`config.mk`:
```
export PLATFORM = sky130hd
export DESIGN_NAME = acl_tilt_filter
export DESIGN_NICKNAME = d
export VERILOG_FILES = /design/src/rtl/acl_pkg.sv /design/src/rtl/tilt_hysteresis_fsm.sv /design/src/rtl/acl_tilt_filter.sv
export SDC_FILE = /design/constraint.sdc
export NUM_CORES = 1
export LEC_CHECK = 0
export ABC_AREA = 1
export CAP_MARGIN = 20
export CELL_PAD_IN_SITES_DETAIL_PLACEMENT = 0
export CELL_PAD_IN_SITES_GLOBAL_PLACEMENT = 2
export CORE_AREA = 2 2 84 102
export DETAILED_ROUTE_END_ITERATION = 8
export DIE_AREA = 0 0 86 104
export GPL_ROUTABILITY_DRIVEN = 1
export MAX_ROUTING_LAYER = met4
export PLACE_DENSITY = 0.83
export SYNTH_ARGS = -nofsm -noshare
export SYNTH_HDL_FRONTEND = slang
export SYNTH_HIERARCHICAL = 1
export SYNTH_SLANG_ARGS = --single-unit
```
`constraint.sdc`:
```
create_clock -name clk -period 2.8 [get_ports clk]
set_clock_uncertainty 0.05 [all_clocks]
set_input_delay 0.56 -clock clk [delete_from_list [all_inputs] [get_ports clk]]
set_output_delay 0.56 -clock clk [all_outputs]
set_load 0.005 [all_outputs]
```
`src/rtl/acl_pkg.sv`:
```
// Shared encodings and field positions for the accelerometer tilt filter.
// The magnitude helper is used by the hysteresis FSM.
package acl_pkg;

    typedef enum logic [1:0] {
        CENTER = 2'd0,
        LEFT   = 2'd1,
        RIGHT  = 2'd2
    } tilt_state_e;

    localparam int ACL_X_MSB     = 9;
    localparam int ACL_X_LSB     = 5;
    localparam int ACL_X_W       = 5;
    localparam int INTENSITY_MAX = 15;

    // |m| clipped to 4 bits; only -16 actually clips
    function automatic logic [3:0] sat_mag(input logic signed [ACL_X_W-1:0] m);
        logic signed [ACL_X_W:0] e;
        logic signed [ACL_X_W:0] a;
        e = {m[ACL_X_W-1], m};
        a = e[ACL_X_W] ? -e : e;
        return (a > 6'sd15) ? 4'(INTENSITY_MAX) : a[3:0];
    endfunction

endpackage

```
`src/rtl/tilt_hysteresis_fsm.sv`:
```
// LEFT/RIGHT/CENTER decision with enter/exit hysteresis, evaluated once per
// closed averaging window; force_center_i overrides any update.
module tilt_hysteresis_fsm
    import acl_pkg::*;
#(
    parameter int ENTER_TH = 3,
    parameter int EXIT_TH  = 1
) (
    input  logic                      clk,
    input  logic                      rst,
    input  logic signed [ACL_X_W-1:0] mean_i,
    input  logic                      update_i,
    input  logic                      force_center_i,
    output tilt_state_e               state_o,
    output logic [3:0]                intensity_o
);

    localparam logic signed [ACL_X_W:0] ENT_P = (ACL_X_W+1)'(ENTER_TH);
    localparam logic signed [ACL_X_W:0] ENT_N = -ENT_P;
    localparam logic signed [ACL_X_W:0] EXT_P = (ACL_X_W+1)'(EXIT_TH);
    localparam logic signed [ACL_X_W:0] EXT_N = -EXT_P;

    tilt_state_e       state_q, state_d;
    logic [3:0]        intensity_q, intensity_d;
    logic signed [ACL_X_W:0] m;

    assign m = {mean_i[ACL_X_W-1], mean_i};

    always_comb begin
        state_d     = state_q;
        intensity_d = intensity_q;
        if (force_center_i) begin
            state_d     = CENTER;
            intensity_d = 4'd0;
        end else if (update_i) begin
            unique case (state_q)
                CENTER: begin
                    if (m <= ENT_N)      state_d = RIGHT;
                    else if (m >= ENT_P) state_d = LEFT;
                end
                RIGHT: begin
                    if (m >= ENT_P)      state_d = LEFT;
                    else if (m > EXT_N)  state_d = CENTER;
                end
                LEFT: begin
                    if (m <= ENT_N)      state_d = RIGHT;
                    else if (m < EXT_P)  state_d = CENTER;
                end
                default:                 state_d = CENTER;
            endcase
            intensity_d = (state_d != CENTER) ? sat_mag(mean_i) : 4'd0;
        end
    end

    always_ff @(posedge clk) begin
        if (rst) begin
            state_q     <= CENTER;
            intensity_q <= 4'd0;
        end else begin
            state_q     <= state_d;
            intensity_q <= intensity_d;
        end
    end

    assign state_o     = state_q;
    assign intensity_o = intensity_q;

endmodule

```
`src/rtl/acl_tilt_filter.sv`:
```
// Windowed average of the accelerometer X field feeding a hysteresis FSM,
// with an idle watchdog that forces CENTER when the sample stream stalls.
module acl_tilt_filter
    import acl_pkg::*;
#(
    parameter int AVG_LOG2    = 2,
    parameter int ENTER_TH    = 3,
    parameter int EXIT_TH     = 1,
    parameter int TIMEOUT_CYC = 4000000
) (
    input  logic        clk,
    input  logic        rst,
    input  logic        sample_valid,
    input  logic [14:0] acl_data,
    output logic        tilt_left,
    output logic        tilt_right,
    output logic [3:0]  tilt_intensity,
    output logic        out_valid,
    output logic        timeout
);

    localparam int ACC_W = ACL_X_W + AVG_LOG2;
    localparam int TMR_W = $clog2(TIMEOUT_CYC + 1);
    localparam logic [TMR_W-1:0] TMR_LAST = TMR_W'(TIMEOUT_CYC - 1);

    if (EXIT_TH > ENTER_TH || ENTER_TH > INTENSITY_MAX || ENTER_TH < 1 ||
        EXIT_TH < 0 || AVG_LOG2 < 1 || TIMEOUT_CYC < 1) begin : g_bad_param
        $fatal(1, "acl_tilt_filter: illegal parameter combination");
    end

    logic signed [ACC_W-1:0]   acc_q, acc_d, x_ext, sum;
    logic [AVG_LOG2-1:0]       cnt_q, cnt_d;
    logic [TMR_W-1:0]          tmr_q, tmr_d;
    logic                      timeout_q, timeout_d, out_valid_q;
    logic                      close, expire;
    logic signed [ACL_X_W-1:0] mean;
    tilt_state_e               state;
    logic                      unused_acl_bits;

    assign unused_acl_bits = ^{acl_data[14:ACL_X_MSB+1], acl_data[ACL_X_LSB-1:0]};

    assign x_ext  = {{AVG_LOG2{acl_data[ACL_X_MSB]}}, acl_data[ACL_X_MSB:ACL_X_LSB]};
    assign sum    = acc_q + x_ext;
    assign mean   = ACL_X_W'(sum >>> AVG_LOG2);
    assign close  = sample_valid && (cnt_q == '1);
    // A sample arriving on the expiry cycle suppresses the timeout
    assign expire = !sample_valid && !timeout_q && (tmr_q == TMR_LAST);

    always_comb begin
        acc_d     = acc_q;
        cnt_d     = cnt_q;
        tmr_d     = tmr_q;
        timeout_d = timeout_q;
        if (sample_valid) begin
            acc_d     = close ? '0 : sum;
            cnt_d     = cnt_q + 1'b1;
            tmr_d     = '0;
            timeout_d = 1'b0;
        end else if (expire) begin
            acc_d     = '0;
            cnt_d     = '0;
            timeout_d = 1'b1;
        end else if (tmr_q != TMR_LAST) begin
            tmr_d = tmr_q + 1'b1;
        end
    end

    always_ff @(posedge clk) begin
        if (rst) begin
            acc_q       <= '0;
            cnt_q       <= '0;
            tmr_q       <= '0;
            timeout_q   <= 1'b0;
            out_valid_q <= 1'b0;
        end else begin
            acc_q       <= acc_d;
            cnt_q       <= cnt_d;
            tmr_q       <= tmr_d;
            timeout_q   <= timeout_d;
            out_valid_q <= close | expire;
        end
    end

    tilt_hysteresis_fsm #(
        .ENTER_TH (ENTER_TH),
        .EXIT_TH  (EXIT_TH)
    ) u_fsm (
        .clk            (clk),
        .rst            (rst),
        .mean_i         (mean),
        .update_i       (close),
        .force_center_i (expire),
        .state_o        (state),
        .intensity_o    (tilt_intensity)
    );

    assign tilt_left  = (state == LEFT);
    assign tilt_right = (state == RIGHT);
    assign out_valid  = out_valid_q;
    assign timeout    = timeout_q;

endmodule

```
Yosys cells after proc, flatten, opt, wreduce, memory -nomap -nowiden
Cells that the tools add are included.

Register bits: 39. Logic and storage cells: 51.

Reductions and logical operators: 11. Add/subtract/negate cells: 4. Bitwise operators: 2. Muxes and demuxes: 17. Equal/unequal tests: 5. $lt $le $gt $ge: 5.

Operator list (count): $add A22 B1 Y22 const B (1); $eq A22 B22 Y1 const B (1); $ne A22 B22 Y1 const B (1); $mux W7 (3); $mux W2 (10); $mux W4 (2); $add A7 B5 Y7 (1); $gt A6 B5 Y1 const B (1); $mux W6 (1); $neg A5 Y6 (1); $pmux W2 S3 (1); $ge A5 B3 Y1 const B (1); $gt A5 B1 Y1 const B (1); $le A5 B3 Y1 const B (1); $lt A5 B2 Y1 const B (1); $eq A2 B2 Y1 const B (2); $reduce_bool A2 Y1 (2); $reduce_or A2 Y1 (2); $logic_and A1 B1 Y1 (3); $add A2 B1 Y2 const B (1); $eq A2 B1 Y1 const B (1); $logic_not A1 Y1 (2); $logic_not A2 Y1 (1); $reduce_and A2 Y1 (1); 2 further kinds (2).

Longest topological paths before layout
Gate-level depths: netlist (run 1).

Word-level depth: 9. Mapped depth: 17. Mapped depth without buffers: 16.

By module
The synthesis (run 1) kept the hierarchy.

By module, submodules not included: acl_tilt_filter (cells each 275, area an instance 1948.1 sq um, instances 1, sequential area each 660.6 sq um); tilt_hysteresis_fsm (cells each 79, area an instance 481.7 sq um, instances 1, sequential area each 120.1 sq um).

Least setup slack after synthesis (run 1)
OpenSTA, ideal clock, no wires.

Path type: input -> register. Start: in acl_data[5]. End: reg u_fsm.intensity_q[0], in the netlist u_fsm/intensity_o[0]. Data arrival time: 2.329 ns. Cell stages on the path: 16. Required time: 2.626 ns. Setup time: 0.124 ns. Path buffers: 1. Path slack: 0.298 ns. Cells stage by stage: ha_1 fa_1 nand2_1 nand2_1 nand3b_1 nand3_1 and2_1 buf_4 nand3_2 clkinv_1 nand2_1 nand2_1 nand2_1 nand2_2 o21ai_1 a21oi_1.

Word-level cells in the longest chain between the ends: 9.

RTL lines: start, declared (RTL line acl_tilt_filter.sv:14) `input logic [14:0] acl_data,`; $add A7 B5 Y7 (*) (RTL line acl_tilt_filter.sv:43) `assign sum = acc_q + x_ext;`; via sum[6] (RTL line acl_tilt_filter.sv:31) `logic signed [ACC_W-1:0] acc_q, acc_d, x_ext, sum;`; $lt A5 B2 Y1 (tied with other cells) (RTL line tilt_hysteresis_fsm.sv:47) `else if (m < EXT_P) state_d = CENTER;`; $mux W2 (on tied branches) (RTL line tilt_hysteresis_fsm.sv:47, tilt_hysteresis_fsm.sv:39, tilt_hysteresis_fsm.sv:43); $mux W2 (on tied branches) (RTL line tilt_hysteresis_fsm.sv:46, tilt_hysteresis_fsm.sv:38, tilt_hysteresis_fsm.sv:42); $pmux W2 S3 (RTL line tilt_hysteresis_fsm.sv:36) `unique case (state_q)`; $mux W2 (RTL line tilt_hysteresis_fsm.sv:35) `end else if (update_i) begin`; $mux W2 (RTL line tilt_hysteresis_fsm.sv:32) `if (force_center_i) begin`; $reduce_bool A2 Y1 (RTL line tilt_hysteresis_fsm.sv:51) `intensity_d = (state_d != CENTER) ? sat_mag(mean_i) : 4'd0;`; $mux W4 (*) (RTL line tilt_hysteresis_fsm.sv:51); end signal, assigned (RTL line tilt_hysteresis_fsm.sv:61) `intensity_q <= intensity_d;`; end, declared (RTL line tilt_hysteresis_fsm.sv:24) `logic [3:0] intensity_q, intensity_d;`.

Mark *: on every way through the listed nets, which the timed path passes. The rest lies on a longest branch. The select of a mux whose other input is x is not followed. A chain may end at the register's enable or synchronous reset.

Final worst setup path (run 1)
Start: in acl_data[8]. End: reg u_fsm.intensity_q[3], in the netlist u_fsm/intensity_o[3].

The elaborated chain is that of the path after synthesis.

==> results.txt, run 1 <==
----------------------------------------------------
[Timing]
  Period utilisation layout ... 93.90%
  Final period demand of the worst path ... 2629 ps
  Relative slew slack ... 56.47%
  Total of endpoints with negative setup slack in the final report ... 0
  RSZ-0062 raised after global routing ... false
  Achievable clock frequency ... 380.3 MHz
  Final number of max-transition violations ... 0
  Setup TNS ... 0 ps
  Smallest hold slack ... 424.1 ps
  Transition time at the pin with the least slew margin ... 650.5 ps
  Final worst-path setup slack ... 170.8 ps
  Number of hold violations in the final report ... 0

[Layout]
  Layout net count ... 425
  Finished layout cell area ... 3104 um2
  Area overhead of the layout relative to synthesis ... 27.76%
  Most common cell after layout, fill and taps aside ... sky130_fd_sc_hd__nand2_1
  Layout cell share with drive strength beyond 1 ... 21.21%
  Diodes inserted ... 0
  Final core utilization ... 38.94%
  Most frequent cells in the layout ... 67 x sky130_fd_sc_hd__nand2_1, 41 x sky130_fd_sc_hd__inv_1, 40 x sky130_fd_sc_hd__a21oi_1

[Clocking]
  Maximum buffer depth of the clock tree ... 2
  Total number of clock tree sinks ... 39
  Root Buffer Master ... sky130_fd_sc_hd__clkbuf_8
  H-tree lvl count ... 2
  CTS tree ... done
  Number of clock buffers inserted by TritonCTS ... 5
  Clock transition at the registers of the reported paths ... 80 ps
  Latest clock arrival within the worst-skew pair ... 290 ps

[Critical path]
  Most repeated library cell on the critical path ... sky130_fd_sc_hd__nand2_1
  CP max stage delay ... 400 ps
  Req. time, crit path ... 2920 ps
  R2R cell count ... 15
  R2R Setup Slk ... 360 ps
  Capturing point of the worst reg2reg path ... u_fsm/intensity_o[3]
  Critical Path AT ... 2750 ps
  Ordered list of cells on the worst path ... clkdlybuf4s50_1, ha_1, or2_1, nand3b_1, nand2_1, nand2_2, and2_4, nand3_4, o21ai_1, nand2_1, nand2_1, nand2_2, o21ai_1, a21oi_1
  Startpoint-to-endpoint class of the critical path ... in2reg
  Highest net fanout along the worst path ... 5
  Crit path launch type ... primary input
  Critical path's slowest cell ... sky130_fd_sc_hd__clkdlybuf4s50_1
  Reg2reg start ... acc_q[0]
  Worst setup EP type ... flip-flop

[Floorplanning]
  Y dimension of the die ... 104 um
  Die Wd ... 86 um
  CORE AREA ... 7973 um2
  Number of I/O pins ... 26
  Standard-cell row count ... 36
  Total Die Area ... 8944 um2
  Initial Utilization ... 30.48%

[Power and ir drop]
  Power density relative to cell area ... 487.2 nW/um2
  Leakage power ... 1.237 nW
  Worst IR Drop VDD ... 0.1760 mV

[Synth]
  Unique cell type count in the Yosys netlist ... 36
  Compound-gate portion of the synthesized area ... 13.85%
  Count of flip-flops with a built-in enable after synthesis ... 0
  Cells after Synth ... 354
  Largest area contributor in the synthesized netlist ... sky130_fd_sc_hd__dfxtp_1
  Simple-gate portion of the synthesized area ... 35.79%
  Main combinational cell family by area after synthesis ... simple AND/OR/NAND/NOR gates
  Primary flip-flop cell chosen by synthesis mapping ... sky130_fd_sc_hd__dfxtp_1
  Area share of the largest cell type after synthesis ... 32.13%
  Area share of fa/ha/maj cells after synthesis ... 6.488%
  Synthesized area divided by synthesized cell count ... 6.864 um2
  Asr flop ratio synth ... 0%
  Xor and xnor fraction of the mapped netlist area ... 2.884%
  Ys Warns ... 6
  Synthesized cell area ... 2430 um2
  Net count after synthesis ... 384
  Top cells by area, synth ... sky130_fd_sc_hd__dfxtp_1 32%, sky130_fd_sc_hd__nand2_1 11%, sky130_fd_sc_hd__a21oi_1 8.7%
  Sequential share of the synthesized area ... 32.13%
  Total of flip-flops plus latches after synthesis ... 39
  Multiplexer area fraction after synthesis ... 0%

[Routing]
  Count of TritonRoute iterations in the first routing pass ... 4
  Total DRC errors in the routed layout ... 0
  Count of antenna-violating nets left after detailed routing ... 0
  Final WL ... 5714 um
  Vias per inst ... 4.692
  Per-cell routed wire length ... 11.64 um
  Vias post-DR ... 2,304
  Detailed router's first-iteration violation count ... 94

[Placed design]
  Worst slack after detailed placement ... -367.1 ps
  IO Port Bufs ... 15
  Placed wire-length estimate after detailed placement ... 4389 um
  GP Congestion ... 0.7536
  Placement Cell Area ... 2833 um2

[GRT]
  Initial antenna violation count ... 0
  Number of global-route vias before repair ... 2,104
  Remaining global-route overflow ... 0
  Wire length of the first global-routing pass ... 9666 um
  Overall fraction of global-route tracks in use ... 13.60%
  Largest net degree at the start of global routing ... 13

[Hold path]
  Cell depth of the worst hold path ... 2
  Hold path start ... u_fsm/intensity_o[3]
  Hold WC Path Type ... reg2reg
  Destination of the worst hold path ... u_fsm/intensity_o[3]

[Outcome]
  Result of the run ... finished, final reports clean

[Flow run]
  Max-cap viol count ... 0

----------------------------------------------------
cell type report:
class	instances	area, um2
well taps	95	118.9
multi-input cells	259	1559
clock buffers	6	82.58
clock inverters	2	35.03
repair buffers	39	336.6
inverters	51	191.4
flip-flops and latches	39	780.7
fillers	846	4868
synthesized netlist by cell type (3+ instances only):
master,n
sky130_fd_sc_hd__nand3_1,28
sky130_fd_sc_hd__a21oi_1,42
sky130_fd_sc_hd__nor2_1,31
sky130_fd_sc_hd__nor2_2,3
sky130_fd_sc_hd__nand2_2,5
sky130_fd_sc_hd__ha_1,11
sky130_fd_sc_hd__inv_2,9
sky130_fd_sc_hd__xnor2_1,7
sky130_fd_sc_hd__o21ai_0,5
sky130_fd_sc_hd__nand4_1,9
sky130_fd_sc_hd__nand2_1,70
sky130_fd_sc_hd__inv_1,41
sky130_fd_sc_hd__nor3_1,7
sky130_fd_sc_hd__nor2_4,5
sky130_fd_sc_hd__o21ai_1,16
sky130_fd_sc_hd__dfxtp_1,39
worst max-delay path, delay by kind of cell:
family | cells | cell delay (ps)
compound gates | 3 | 380
fa+ha+maj | 1 | 350
simple gates | 9 | 1070
buf+inv | 1 | 400
how the worst max path moves through the flow:
stage / slack (ps) / cells past startpoint / end / start
floorplan: 300 / 16 / u_fsm/intensity_o[0] / acl_data[5]
finish: 170 / 14 / u_fsm/intensity_o[3] / acl_data[8]
global route: 0.6 / 14 / u_fsm/intensity_o[3] / acl_data[8]
CTS: 30 / 14 / u_fsm/intensity_o[3] / acl_data[5]
global placement: -390 / 14 / u_fsm/intensity_o[2] / acl_data[6]
detailed placement: -370 / 14 / u_fsm/intensity_o[2] / acl_data[6]
registers in the layout, summed over array words and instances (netlist names):
signal	flops
tmr_q	22
u_fsm/state_o	2
u_fsm/intensity_o	4
acc_q	7
cnt_q	2
timeout	1
out_valid	1
power by group:
part | internal [mW] | switching [mW] | leakage (nW)
Clock | 0.289 | 0.206 | 0.0612
Sequential | 0.570 | 0.0134 | 0.316
Combinational | 0.206 | 0.229 | 0.860
cell families (layout without fill, tap and decap cells):
family / after synthesis / in the layout
AND/OR/NAND/NOR: 173 / 173
XOR/XNOR: 8 / 8
flip-flops: 39 / 39
buffers and inverters: 56 / 98
adder cells (fa/ha/maj): 12 / 12
AO/OA/AOI/OAI: 66 / 66
stage by stage:
step | instances | total power, mW
6_report | 491 | 1.512
5_1_grt | 491 | 1.610
4_1_cts | 488 | 1.464
3_5_place_dp | 480 | 0.9619
3_3_place_gp | 480 | 0.9614
2_1_floorplan | 354 | 0.8192
metal layers:
layer | part of all wire (%) | track usage, %
met5 | 0 | -
met1 | 47 | 16.03
met2 | 49 | 22.59
met4 | 2.3 | 5.442
met3 | 2.5 | 2.460
timing repair:
| action | in CTS | in global routing |
|---|---|---|
| gates cloned | 0 | 1 |
| pin swaps | 0 | 13 |
| setup endpoints to repair | 4 | 6 |
| buffers inserted | 0 | 2 |
| hold buffers | 0 | 0 |
| resized for setup | 3 | 24 |
Power figures use the tool's default switching activity.
==> run 2: changes to the inputs <==
--- a/config.mk
+++ b/config.mk
@@ -10,6 +10,7 @@
 export CELL_PAD_IN_SITES_DETAIL_PLACEMENT = 0
 export CELL_PAD_IN_SITES_GLOBAL_PLACEMENT = 2
 export CORE_AREA = 2 2 84 102
+export CTS_CLUSTER_DIAMETER = 200
 export DETAILED_ROUTE_END_ITERATION = 8
 export DIE_AREA = 0 0 86 104
 export GPL_ROUTABILITY_DRIVEN = 1
==> results of run 2 <==
Same layout as run 1: the final DEF is identical, and so are final timing and power.
